<file path="config.mk">
export PLATFORM = sky130hd
export DESIGN_NAME = fft_pts_serializer
export DESIGN_NICKNAME = d
export VERILOG_FILES = /design/src/rtl/fft_pts_serializer.sv
export SDC_FILE = /design/constraint.sdc
export NUM_CORES = 2
export LEC_CHECK = 0
export CORE_MARGIN = 5
export CORE_UTILIZATION = 38
export CTS_CLUSTER_SIZE = 30
export DETAILED_ROUTE_END_ITERATION = 12
export PLACE_DENSITY = 0.63
export SLEW_MARGIN = 20
export SYNTH_ARGS = -nofsm -noshare
export SYNTH_HDL_FRONTEND = slang
export SYNTH_SLANG_ARGS = --single-unit
export TNS_END_PERCENT = 30
</file>
<file path="constraint.sdc">
create_clock -name clk -period 31.2 [get_ports clk]
set_clock_uncertainty 0.1 [all_clocks]
set_input_delay 3.12 -clock clk [delete_from_list [all_inputs] [get_ports clk]]
set_output_delay 3.12 -clock clk [all_outputs]
set_load 0.01 [all_outputs]
</file>
<file path="src/rtl/fft_pts_serializer.sv">
// fft_pts_serializer: double-buffered parallel-to-serial converter for FFT frames.
// A whole frame of NUM_WORDS words loads in one cycle. It is then streamed out one word
// per beat, in natural or bit-reversed index order.
// Ports:
//   clk, rst          clock (rising edge) and asynchronous active-high reset
//   par_valid/ready   frame handshake; par_data word i at [i*WIDTH +: WIDTH]
//   bitrev_en         captured with the frame: 1 = bit-reversed output order
//   ser_valid/ready   beat handshake
//   ser_data          current word (0 when idle)
//   ser_index         source index of ser_data
//   ser_last          final beat of the frame
module fft_pts_serializer #(
    parameter int unsigned WIDTH     = 16,
    parameter int unsigned NUM_WORDS = 32,
    parameter int unsigned IDX_W     = $clog2(NUM_WORDS)
) (
    input  logic                       clk,
    input  logic                       rst,
    input  logic                       par_valid,
    output logic                       par_ready,
    input  logic [NUM_WORDS*WIDTH-1:0] par_data,
    input  logic                       bitrev_en,
    output logic                       ser_valid,
    input  logic                       ser_ready,
    output logic [WIDTH-1:0]           ser_data,
    output logic [IDX_W-1:0]           ser_index,
    output logic                       ser_last
);

    if (NUM_WORDS < 2 || (NUM_WORDS & (NUM_WORDS - 1)) != 0 || IDX_W != $clog2(NUM_WORDS))
    begin : g_bad_num_words
        $error("fft_pts_serializer: NUM_WORDS must be a power of 2 >= 2 with IDX_W = clog2");
    end

    localparam logic [IDX_W-1:0] LAST_CNT = IDX_W'(NUM_WORDS - 1);

    typedef enum logic {S_IDLE, S_STREAM} state_t;

    state_t           state_q, state_d;
    logic [IDX_W-1:0] cnt_q, cnt_d;
    logic             shd_full_q, shd_full_d;
    logic             act_br_q, shd_br_q;
    logic [WIDTH-1:0] act_mem [NUM_WORDS];
    logic [WIDTH-1:0] shd_mem [NUM_WORDS];

    logic             accept, beat, last_beat;
    logic             load_act_par, load_act_shd, load_shd;
    logic [IDX_W-1:0] idx;

    function automatic logic [IDX_W-1:0] bit_rev(input logic [IDX_W-1:0] v);
        logic [IDX_W-1:0] r;
        for (int unsigned b = 0; b < IDX_W; b++) begin
            r[b] = v[IDX_W-1-b];
        end
        return r;
    endfunction

    // Handshakes, output view of the active buffer, and next-state control.
    always_comb begin
        state_d      = state_q;
        cnt_d        = cnt_q;
        shd_full_d   = shd_full_q;
        load_act_par = 1'b0;
        load_act_shd = 1'b0;
        load_shd     = 1'b0;

        par_ready = !rst && !shd_full_q;
        accept    = par_valid && par_ready;
        beat      = (state_q == S_STREAM) && ser_ready;
        last_beat = beat && (cnt_q == LAST_CNT);

        idx       = act_br_q ? bit_rev(cnt_q) : cnt_q;
        ser_valid = (state_q == S_STREAM);
        ser_index = ser_valid ? idx : '0;
        ser_data  = ser_valid ? act_mem[idx] : '0;
        ser_last  = ser_valid && (cnt_q == LAST_CNT);

        case (state_q)
            S_IDLE: begin
                if (accept) begin
                    load_act_par = 1'b1;
                    cnt_d        = '0;
                    state_d      = S_STREAM;
                end
            end
            S_STREAM: begin
                if (last_beat) begin
                    cnt_d = '0;
                    // A waiting shadow frame wins; par_ready is low then, so no conflict.
                    if (shd_full_q) begin
                        load_act_shd = 1'b1;
                        shd_full_d   = 1'b0;
                    end else if (accept) begin
                        load_act_par = 1'b1;
                    end else begin
                        state_d = S_IDLE;
                    end
                end else begin
                    if (beat) begin
                        cnt_d = cnt_q + 1'b1;
                    end
                    if (accept) begin
                        load_shd   = 1'b1;
                        shd_full_d = 1'b1;
                    end
                end
            end
            default: state_d = S_IDLE;
        endcase
    end

    // State, counter and frame buffers.
    always_ff @(posedge clk or posedge rst) begin
        if (rst) begin
            state_q    <= S_IDLE;
            cnt_q      <= '0;
            shd_full_q <= 1'b0;
            act_br_q   <= 1'b0;
            shd_br_q   <= 1'b0;
            for (int i = 0; i < int'(NUM_WORDS); i++) begin
                act_mem[i] <= '0;
                shd_mem[i] <= '0;
            end
        end else begin
            state_q    <= state_d;
            cnt_q      <= cnt_d;
            shd_full_q <= shd_full_d;
            if (load_act_par) begin
                act_br_q <= bitrev_en;
            end else if (load_act_shd) begin
                act_br_q <= shd_br_q;
            end
            if (load_shd) begin
                shd_br_q <= bitrev_en;
            end
            for (int i = 0; i < int'(NUM_WORDS); i++) begin
                if (load_act_par) begin
                    act_mem[i] <= par_data[i*WIDTH +: WIDTH];
                end else if (load_act_shd) begin
                    act_mem[i] <= shd_mem[i];
                end
                if (load_shd) begin
                    shd_mem[i] <= par_data[i*WIDTH +: WIDTH];
                end
            end
        end
    end

endmodule

</file>
==> summary.txt <==
Worst setup path
  – Slowest CP cell: dfrtp_1
  – Most common cell on crit path: buf_4
  – Terminus of the critical flop-to-flop path: act_mem[56]
  – Reg2reg path depth: 9
  – Crit. path cell count: 9
  – CP Cell Sequence: mux2i_4 -> buf_4 -> buf_4 -> mux2i_1 -> o22ai_1 -> or4_1 -> a21oi_1 -> o21ai_0 -> clkdlybuf4s50_1
  – Crit path DAT: 5.53 ns
  – Req. time, crit path: 27.98 ns
  – Critical path capture point type: output pin
  – Top cell family by delay on the critical path: buffers and inverters
  – Worst reg-to-reg setup slack: roughly 26 ns
  – Worst r2r src: cnt_q[1]
  – Buffer and inverter count on the worst path: 3
  – Crit path max fanout: between 50 and 60
  – CP Launch Type: flop
  – WS Path Type: reg2out
  – CP peak stage delay: just over 0.9 ns

Synthesis
  – Share of the synthesized area in the top cell type: 0.554
  – Syn nets: between 5,000 and 6,000
  – Yosys cell types: 50
  – Cells after synthesis: 4,550
  – Async SR Flop Fraction: 1.00
  – Mean Syn Cell Area: 10.3 um^2
  – Ys Warns: 0
  – Yosys reg bits: 1,033
  – Top_reg_cell synth: dfrtp_1
  – Synth area leaders: dfrtp_1 55%, mux2_2 12%, nand2_1 9.4%, a31oi_1 7.0%, nor2_1 4.3%
  – Sequential area share after synthesis: 0.554
  – Post-synth EDFFs: 0
  – Synth Cell Area: 0.0467 mm^2
  – Area leader, netlist: dfrtp_1

Final layout
  – Net count reported at finish: approximately 5,400
  – Final core occ: 0.466
  – Synthesis-to-finish area growth: 21.7%
  – Layout cell share with drive strength beyond 1: 0.157

STA
  – RSZ-0062 raised after global routing: no
  – Fmax: 0.114 GHz
  – Final period utilization: 0.281
  – Crit path time final: 8.75 ns
  – TNS Setup: 0 ns
  – Fin. max-slew vios: between 80 and 90
  – Setup Viol. Count Final: 0
  – Slew margin rel.: -0.0433
  – Worst-Margin Slew: 1.57 ns
  – Final Hold Viols: 0

Hold path
  – Hold path cells: 1
  – Hold wc startpoint: shd_mem[184]
  – WHS Endpoint: shd_mem[184]
  – Tightest Hold Check Type: reg2reg

Power
  – Logic gate share of total power: 0.341
  – Clock group share of total power: 0.229
  – Final Power: 5.82 mW
  – Sequential power share: 0.430
  – Int Pwr: 3.70 mW
  – Switch share: 0.365
  – Leakage power: 25.1 nW
  – Maximum VDD drop: 0.0000859 V
  – Sw Pwr: around 2.1 mW
  – P per Cell Area: 102 mW/mm^2

Detailed routing
  – Final wirelength: 165,000 um
  – DRT iter0 DRCs: 3,767
  – DRC viols: 0
  – TritonRoute pass-1 iters: 6
  – Vias: 36,800
  – Via density per instance: 5.54
  – Detail Route Antenna Nets: 0
  – WL per Instance: 24.9 um

Die
  – Row cnt: 128
  – Die Ht: 360 um
  – Io pins: 541
  – Full die area: 0.130 mm^2
  – Die W: ~360 um
  – Initial Utilization: 0.383
  – Core area: 0.122 mm^2

Global routing
  – Gr usage total: 0.245
  – Initial antenna violation count: 34
  – Largest net degree at the start of global routing: about 230
  – Vias in the first global route: 35,800
  – Global-route wire length before repair: 241,000 um
  – GRT Residual Overflow: 0

Placed design
  – Post-detail-place hpwl: 114,000 um
  – PortBufs: 540
  – GPL Wtd Cong: 0.861

Outcome
  – Status: finished with violations
  – Failing checks: max-slew violations

Clock tree
  – CTS resizes: 0
  – CTS Root Cell: clkbuf_16
  – Hold Buf Count CTS: 0
  – CTS Buf Count: 113
  – Buffer depth of the longest clock path: 3
  – Clock sink count: 1,033
  – # Post-CTS Setup Buffers: 0
  – Worst-Skew Late Latency: slightly above 0.7 ns
  – H-tree depth: 3
  – Clk slew on worst S/H paths: about 0.060 ns
  – CTS tree: built

Run
  – Max-Cap Viols: 0
## synthesized netlist by cell type (all sizes together) (26+ instances only)
cell / count
o22ai: 60
a31oi: 526
nand2: 1171
dfrtp: 1033
clkbuf: 194
mux2: 518
nor2: 536
mux4: 26
buf: 158
mux2i: 147
## power groups by stage
stage | clock [mW] | sequential, mW | combinational [mW]
2_1_floorplan | 0 | 2.30 | 1.29
3_3_place_gp | 0 | 2.50 | 1.95
3_5_place_dp | 0 | 2.52 | 1.98
4_1_cts | 1.35 | 2.50 | 1.99
5_1_grt | 1.41 | 2.57 | 2.14
6_report | 1.33 | 2.50 | 1.98
## kinds of logic after synthesis
kind of cell,count (synthesis),share of synthesized area
muxes,691,0.169
and+or+nand+nor,1793,0.149
AOI/OAI and AO/OA,676,0.0932
DFF,1033,0.554
adders and majority gates,2,0.000536
buffers and inverters,355,0.0345
## how the worst max path moves through the flow
stage | to | slack (ns) | startpoint
finish | ser_data[5] | 22.45 | act_br_q
global route | ser_data[4] | 22.28 | act_br_q
CTS | ser_data[4] | 22.50 | act_br_q
detailed placement | act_mem[225] | 23.26 | rst
global placement | act_mem[225] | 23.26 | rst
floorplan | act_br_q | 13.74 | rst
## state kept, by name, indices dropped and copies added (netlist names)
| signal | count |
|---|---|
| act_mem | 512 |
| shd_mem | 512 |
| cnt_q | 5 |
| act_br_q | 1 |
| ser_valid | 1 |
| shd_br_q | 1 |
| shd_full_q | 1 |
## metrics by stage
step | instances | area (um^2) | hold WS, ns | setup slack [ns]
after floorplan | 4550 | 46700 | 0.379 | 13.74
after global placement | 6417 | 53100 | 0.386 | 23.26
after detailed placement | 6417 | 53100 | 0.392 | 23.26
after CTS | 6622 | 56700 | 0.405 | 22.50
after global routing | 6638 | 56800 | 0.410 | 22.28
final | 6641 | 56800 | 0.403 | 22.45
## final cells by class
type / instances / area, um^2
inverters: 3 / 15.0
fillers: 11200 / 65100
clock buffers: 172 / 3260
flip-flops and latches: 1033 / 25900
diodes: 17 / 42.5
well taps: 1625 / 2030
multi-input cells: 3162 / 19300
clock inverters: 33 / 373
repair buffers: 596 / 5950
## placed cells by master, fill, tap and decap left out, types with 23 or more instances in the layout
cell	instances
mux4_2	26
buf_4	44
a31oi_1	526
dfrtp_1	1032
clkbuf_16	114
mux2i_1	145
mux2_2	516
clkdlybuf4s50_1	540
a32oi_1	23
clkbuf_1	39
o22ai_1	60
nor2_1	534
nand2_1	1170
## metal layers
layer	vias up	part of all wire	wire length (um)	track usage
met5	-	0.00060	99	0
met4	14	0.039	6460	0.0907
met3	261	0.075	12400	0.0576
met2	1357	0.47	77100	0.388
met1	18700	0.42	69300	0.332
li1	16500	-	-	-
## worst register-to-register path: cells and delay by family (launching register included)
family / cells / cell delay (ns)
AO/OA/AOI/OAI: 1 / 0.25
adder cells (fa/ha/maj): 2 / 0.64
buffers and inverters: 2 / 1.71
flip-flops: 1 / 0.73
AND/OR/NAND/NOR: 4 / 1.59
Power figures use the tool's default switching activity.
